[config.mk]
export PLATFORM = sky130hd
export DESIGN_NAME = hub75_scan_driver
export DESIGN_NICKNAME = d
export VERILOG_FILES = /design/src/rtl/hub75_scan_driver.sv
export SDC_FILE = /design/constraint.sdc
export NUM_CORES = 1
export LEC_CHECK = 0
export ABC_AREA = 1
export BUFFER_PORTS_ARGS = -buffer_cell sky130_fd_sc_hd__clkbuf_2
export CAP_MARGIN = 25
export CELL_PAD_IN_SITES_DETAIL_PLACEMENT = 2
export CELL_PAD_IN_SITES_GLOBAL_PLACEMENT = 2
export CORE_MARGIN = 2
export CORE_UTILIZATION = 28
export DETAILED_ROUTE_END_ITERATION = 16
export PLACE_DENSITY = 0.78
export SKIP_LAST_GASP = 1
export SYNTH_ARGS = -nofsm -noshare
export SYNTH_HDL_FRONTEND = slang
export SYNTH_SLANG_ARGS = --single-unit
[constraint.sdc]
create_clock -name clk -period 2.1 [get_ports clk]
set_input_delay 0.21 -clock clk [delete_from_list [all_inputs] [get_ports clk]]
set_output_delay 0.21 -clock clk [all_outputs]
set_load 0.02 [all_outputs]
[src/rtl/hub75_scan_driver.sv]
// HUB75 scan driver: reads a frame buffer and shifts it out as 3-plane BCM.
// Optional macro HUB75_BRIGHTNESS_EN adds a global brightness input gating output enable.
module hub75_scan_driver #(
  parameter int COLS        = 64,
  parameter int ROWS        = 32,
  parameter int BASE_CYCLES = 8,
  parameter int ROW_BITS    = 4
) (
  input  logic                clk,
  input  logic                reset,
  input  logic                enable,
`ifdef HUB75_BRIGHTNESS_EN
  input  logic [7:0]          brightness,
`endif
  output logic [15:0]         ram_addr,
  input  logic [7:0]          ram_data,
  output logic                r1,
  output logic                g1,
  output logic                b1,
  output logic                r2,
  output logic                g2,
  output logic                b2,
  output logic [ROW_BITS-1:0] row_addr,
  output logic                panel_clk,
  output logic                panel_lat,
  output logic                panel_oe_n,
  output logic                frame_done
);

  localparam int SCAN  = ROWS / 2;
  localparam int COL_W = (COLS > 1) ? $clog2(COLS) : 1;
  localparam int CNT_W = $clog2(BASE_CYCLES * 4) + 1;

  generate
    if (COLS * ROWS > 8192) begin : g_size_chk
      $error("hub75_scan_driver: COLS*ROWS must not exceed 8192");
    end
    if ((1 << ROW_BITS) != SCAN) begin : g_row_chk
      $error("hub75_scan_driver: ROW_BITS must equal log2(ROWS/2)");
    end
  endgenerate

  typedef enum logic [2:0] {
    S_IDLE, S_RD_TOP, S_RD_BOT, S_SET, S_CLK_HI, S_LATCH, S_SHOW
  } state_t;

  state_t              state_q, state_d;
  logic [COL_W-1:0]    col_q, col_d;
  logic [ROW_BITS-1:0] row_q, row_d;
  logic [1:0]          plane_q, plane_d;
  logic [CNT_W-1:0]    cnt_q, cnt_d;
  logic [7:0]          top_q, top_d;
  logic [15:0]         addr_q, addr_d;
  logic [2:0]          rgb1_q, rgb1_d, rgb2_q, rgb2_d;
  logic [ROW_BITS-1:0] row_addr_q, row_addr_d;
  logic                pclk_q, pclk_d;
  logic                lat_q, lat_d;
  logic                oe_n_q, oe_n_d;
  logic                done_q, done_d;
  logic [31:0]         show_len;
  logic                show_last;
`ifdef HUB75_BRIGHTNESS_EN
  logic [7:0]          bright_q, bright_d;
  logic [31:0]         show_thresh;
`endif

  // RGB332 widened to 3 bits per channel, then the current plane's bit of each
  function automatic logic [2:0] plane_bits(input logic [7:0] px, input logic [1:0] p);
    logic [2:0] r, g, b;
    r = px[7:5];
    g = px[4:2];
    b = {px[1:0], px[1]};
    return {r[p], g[p], b[p]};
  endfunction

  always_comb begin
    state_d    = state_q;
    col_d      = col_q;
    row_d      = row_q;
    plane_d    = plane_q;
    cnt_d      = cnt_q;
    top_d      = top_q;
    addr_d     = addr_q;
    rgb1_d     = rgb1_q;
    rgb2_d     = rgb2_q;
    row_addr_d = row_addr_q;
    pclk_d     = pclk_q;
    lat_d      = lat_q;
    oe_n_d     = 1'b1;
    done_d     = 1'b0;
    show_len   = 32'(BASE_CYCLES) << plane_q;
    show_last  = (32'(cnt_q) == show_len - 32'd1);
`ifdef HUB75_BRIGHTNESS_EN
    bright_d    = bright_q;
    show_thresh = (show_len * (32'(bright_q) + 32'd1)) >> 8;
`endif

    case (state_q)
      S_IDLE: begin
        if (enable) state_d = S_RD_TOP;
      end
      S_RD_TOP: state_d = S_RD_BOT;
      S_RD_BOT: begin
        top_d   = ram_data;
        state_d = S_SET;
      end
      S_SET: begin
        rgb1_d  = plane_bits(top_q, plane_q);
        rgb2_d  = plane_bits(ram_data, plane_q);
        pclk_d  = 1'b0;
        state_d = S_CLK_HI;
      end
      S_CLK_HI: begin
        pclk_d = 1'b1;
        if (col_q == COL_W'(COLS - 1)) begin
          col_d   = '0;
          state_d = S_LATCH;
        end else begin
          col_d   = col_q + COL_W'(1);
          state_d = S_RD_TOP;
        end
      end
      S_LATCH: begin
        pclk_d     = 1'b0;
        lat_d      = 1'b1;
        row_addr_d = row_q;
        cnt_d      = '0;
`ifdef HUB75_BRIGHTNESS_EN
        bright_d   = brightness;
`endif
        state_d    = S_SHOW;
      end
      S_SHOW: begin
        lat_d = 1'b0;
        cnt_d = cnt_q + CNT_W'(1);
`ifdef HUB75_BRIGHTNESS_EN
        oe_n_d = !(32'(cnt_q) < show_thresh);
`else
        oe_n_d = 1'b0;
`endif
        if (show_last) begin
          if (plane_q == 2'd2) begin
            plane_d = '0;
            if (row_q == ROW_BITS'(SCAN - 1)) begin
              row_d  = '0;
              done_d = 1'b1;
            end else begin
              row_d = row_q + ROW_BITS'(1);
            end
          end else begin
            plane_d = plane_q + 2'd1;
          end
          state_d = enable ? S_RD_TOP : S_IDLE;
        end
      end
      default: state_d = S_IDLE;
    endcase

    // Address is presented during the read state itself so data lands one clock later
    case (state_d)
      S_RD_TOP: addr_d = 16'(32'(row_d) * COLS + 32'(col_d));
      S_RD_BOT: addr_d = 16'((32'(row_q) + SCAN) * COLS + 32'(col_q));
      default:  ;
    endcase
  end

  always_ff @(posedge clk) begin
    if (reset) begin
      state_q    <= S_IDLE;
      col_q      <= '0;
      row_q      <= '0;
      plane_q    <= '0;
      cnt_q      <= '0;
      top_q      <= '0;
      addr_q     <= '0;
      rgb1_q     <= '0;
      rgb2_q     <= '0;
      row_addr_q <= '0;
      pclk_q     <= 1'b0;
      lat_q      <= 1'b0;
      oe_n_q     <= 1'b1;
      done_q     <= 1'b0;
`ifdef HUB75_BRIGHTNESS_EN
      bright_q   <= '0;
`endif
    end else begin
      state_q    <= state_d;
      col_q      <= col_d;
      row_q      <= row_d;
      plane_q    <= plane_d;
      cnt_q      <= cnt_d;
      top_q      <= top_d;
      addr_q     <= addr_d;
      rgb1_q     <= rgb1_d;
      rgb2_q     <= rgb2_d;
      row_addr_q <= row_addr_d;
      pclk_q     <= pclk_d;
      lat_q      <= lat_d;
      oe_n_q     <= oe_n_d;
      done_q     <= done_d;
`ifdef HUB75_BRIGHTNESS_EN
      bright_q   <= bright_d;
`endif
    end
  end

  assign ram_addr   = addr_q;
  assign r1         = rgb1_q[2];
  assign g1         = rgb1_q[1];
  assign b1         = rgb1_q[0];
  assign r2         = rgb2_q[2];
  assign g2         = rgb2_q[1];
  assign b2         = rgb2_q[0];
  assign row_addr   = row_addr_q;
  assign panel_clk  = pclk_q;
  assign panel_lat  = lat_q;
  assign panel_oe_n = oe_n_q;
  assign frame_done = done_q;

endmodule

==> summary.md <==
| Metric | Value |
|---|---|
| DRC violations left | `0` |
| Count of mapped cells out of synthesis | `334` |
| CP Class | `reg -> reg` |
| Num CTS Buffers | `5` |
| Netlist Area Pre-Place | `between 2000 and 2500 sq um` |
| Routed len/inst | `between 15 and 20 um` |
| 1st-iter DRT viols | `48` |
| Post-synth cell types | `35` |
| Clock root cell | `clkbuf_8` |
| Core Util, Final | `a little under two fifths` |
| Final Setup Violations | `0` |
| Worst skew pair latency | `roughly 0.32 ns` |
| Synth cell count leaders | `67 x nand2_1, 54 x dfxtp_1, 38 x a21oi_1` |
| Post-synth top area cell | `dfxtp_1` |
| GR Util All Layers | `about 16%` |
| Number of flops mapped to enable cells by yosys | `0` |
| Fraction of registers with async set/reset | `0%` |
| Peak supply drop | `~0.36 mV` |
| Synth top area share | `roughly 44%` |
| Rel. slew slack | `approximately 50%` |
| Routed via count | `2450` |
| WHS | `around 0.15 ns` |
| Die area | `~9400 sq um` |
| Die H | `approximately 97 um` |
| Endpoints failing hold | `0` |
| Initial antenna violation count | `0` |
| Critical path arrival | `2.29 ns` |
| Post-layout nets | `~400` |
| Final antenna-violating net count | `0` |
| Critical path's top delay family | `simple AND/OR/NAND/NOR gates` |
| Largest stage delay on the critical path | `approximately 0.35 ns` |
| Post-layout minimum cycle time | `around 2.1 ns` |
| First-pass GRT wire length | `about 13000 um` |
| Port buffer count | `35` |
| Routability cong. | `between 0.7 and 0.8` |
| Most frequent cell after synthesis | `nand2_1` |
| Grt ovf | `0` |
| CTS tree | `done` |
| Static Leak | `around 1.3 nW` |
| Largest net degree at the start of global routing | `32` |
| Sequential share of the synthesized area | `between 40% and 50%` |
| Die X | `between 90 and 100 um` |
| Flip-flop and latch count after synthesis | `54` |
| Mean Syn Cell Area | `roughly 7.3 sq um` |
| Final period util | `around 98%` |
| WP data required | `approximately 2.3 ns` |
| Top Ports | `41` |
| Crit path buffers/inverters | `3` |
| Cell Pwr Density | `927.6 nW/um^2` |
| Std-Cell Rows | `34` |
| First drt pass iteration count | `4` |
| Vias in the first global route | `~2600` |
| # fillers | `1006` |
| Antenna cells | `0` |
| Slew Limit Fails | `0` |
| Status | `completed` |
| TritonCTS Sinks | `54` |
| Post-DP HPWL | `around 5500 um` |
| Post-Route WL | `roughly 8100 um` |
| Vias per inst | `4.920` |
| Worst Setup Start Kind | `flop` |
| Crit path cell chain | `inv_4 > nand2_4 > ha_4 > inv_2 > nand2_2 > nand2_2 > nor2_4 > nand3_4 > nand2_4 > nand2_4 > nor2_4 > nand2_4 > buf_6 > a21oi_2 > nor2_1` |
| HP Class | `in -> reg` |
| Predominant post-synthesis flop cell | `dfxtp_1` |
| Most common cell on crit path | `nand2_4` |
| CP Capture Type | `flop` |
| Layout cells sized above 1 | `a little under a third` |
| Core Region | `8551 sq um` |
| RSZ-0062 raised after global routing | `yes` |
| Area growth syn-to-layout | `31.28%` |
| H-tree levels | `2` |
| Ys Warns | `0` |
| Clock Skew | `about 0.008 ns` |
| Worst Tran Pin Value | `approximately 0.75 ns` |
| CP max-delay cell | `dfxtp_2` |
| Ranking of synthesized cells by area | `dfxtp_1 44%, nand2_1 10%, a21oi_1 7.8%, inv_1 5.7%, nand3_1 4.9%` |
| Worst-path fanout max | `8` |
| Maxcap violations | `0` |
| Clock-pin slew on the worst setup and hold paths | `about 0.11 ns` |
| Initial core utilization | `between 20% and 30%` |
| Clock buffer depth | `2` |
| Fmax | `~480 MHz` |
## sequential cells by signal (all words and copies together) (netlist names)
name        count
ram_addr       11
top_q           8
cnt_q           6
col_q           6
row_addr        4
row_q           4
rgb1_q          3
rgb2_q          3
state_q         3
plane_q         2
frame_done      1
panel_clk       1
panel_lat       1
panel_oe_n      1
## cells in the final DEF (no fill, tap or decap), drive strengths merged, types with 3 or more instances in the layout
master	netlist	final
a22oi	3	3
nand3	25	25
conb	1	5
o21ai	25	25
buf	8	23
nor2	35	35
nor3	4	4
nand2	72	73
nor4	3	3
a21oi	39	39
dfxtp	54	54
clkbuf	7	40
ha	4	4
inv	40	40
## power breakdown
part	leakage, nW	total (mW)	switching [mW]	internal [mW]
clock	0.0504	0.733	0.377	0.356
combinational	0.848	1.03	0.666	0.366
sequential	0.439	1.20	0.0675	1.13
total	1.34	2.96	1.11	1.85
## final cells by class
type / count / area [sq um] / area share, %
well taps: 108 / 135.1 / 4.232
clock buffers: 5 / 68.82 / 2.155
repair buffers: 58 / 362.8 / 11.36
clock inverters: 3 / 45.04 / 1.411
flip-flops and latches: 54 / 1086 / 34.01
inverters: 41 / 158.9 / 4.976
multi-input cells: 229 / 1336 / 41.85
## per-stage QoR
| step | std cells | power [mW] | worst slack (ns) | TNS, ns | area [sq um] |
|---|---|---|---|---|---|
| detailed placement | 481 | 1.895 | -0.08682 | -0.5672 | 2780 |
| floorplan | 338 | 1.701 | 0.1680 | 0 | 2447 |
| finish | 498 | 2.962 | 0.03538 | 0 | 3193 |
| CTS | 494 | 2.726 | 0.002128 | 0 | 2947 |
| global placement | 481 | 1.858 | 0.06274 | 0 | 2780 |
| global route | 498 | 3.134 | -0.09614 | -0.7449 | 3193 |
## final timing paths
check	from	endpoint	slack (ns)	cells past startpoint
worst max-delay path	plane_q[1]$_SDFFE_PP0P_	ram_addr[9]$_SDFFE_PP0P_	0.04	15
worst min-delay path	ram_data[2]	top_q[2]$_SDFFE_PP0P_	0.15	3
worst max register to register	plane_q[1]$_SDFFE_PP0P_	ram_addr[9]$_SDFFE_PP0P_	0.04	15
worst min register to register	top_q[7]$_SDFFE_PP0P_	top_q[7]$_SDFFE_PP0P_	0.47	2
## timing repair
action / CTS / global route
gates resized for setup: 4 / 56
endpoints found under the setup margin: 11 / 16
setup buffers: 5 / 3
pin swaps: 4 / 17
hold buffers: 0 / 0
cloned: 0 / 1
## cell families (layout without fill, tap and decap cells)
group / after synthesis / in the layout / share of synthesized area [%]
and+or+nand+nor: 142 / 143 / 25.57
AOI/OAI and AO/OA: 75 / 75 / 17.03
buffers and inverters: 56 / 107 / 10.03
DFF: 54 / 54 / 44.44
adders and majority gates: 4 / 4 / 2.058
xor gates and xnor gates: 2 / 2 / 0.7203
other: 1 / 5 / 0.1542
## layer usage
metal	track usage, %	wire length, um
met2	30.24	4454
met4	3.250	68
met5	0	0
met1	19.43	3340
met3	2.374	217
## worst register-to-register path, stage by stage, from the launching register on
cell and delay, ns:
dfxtp_2 0.35, inv_4 0.10, nand2_4 0.07, ha_4 0.27, inv_2 0.03, nand2_2 0.05, nand2_2 0.06, nor2_4 0.16
nand3_4 0.13, nand2_4 0.11, nand2_4 0.06, nor2_4 0.13, nand2_4 0.13, buf_6 0.15, a21oi_2 0.11, nor2_1 0.06
(Power assumes the default switching activity.)
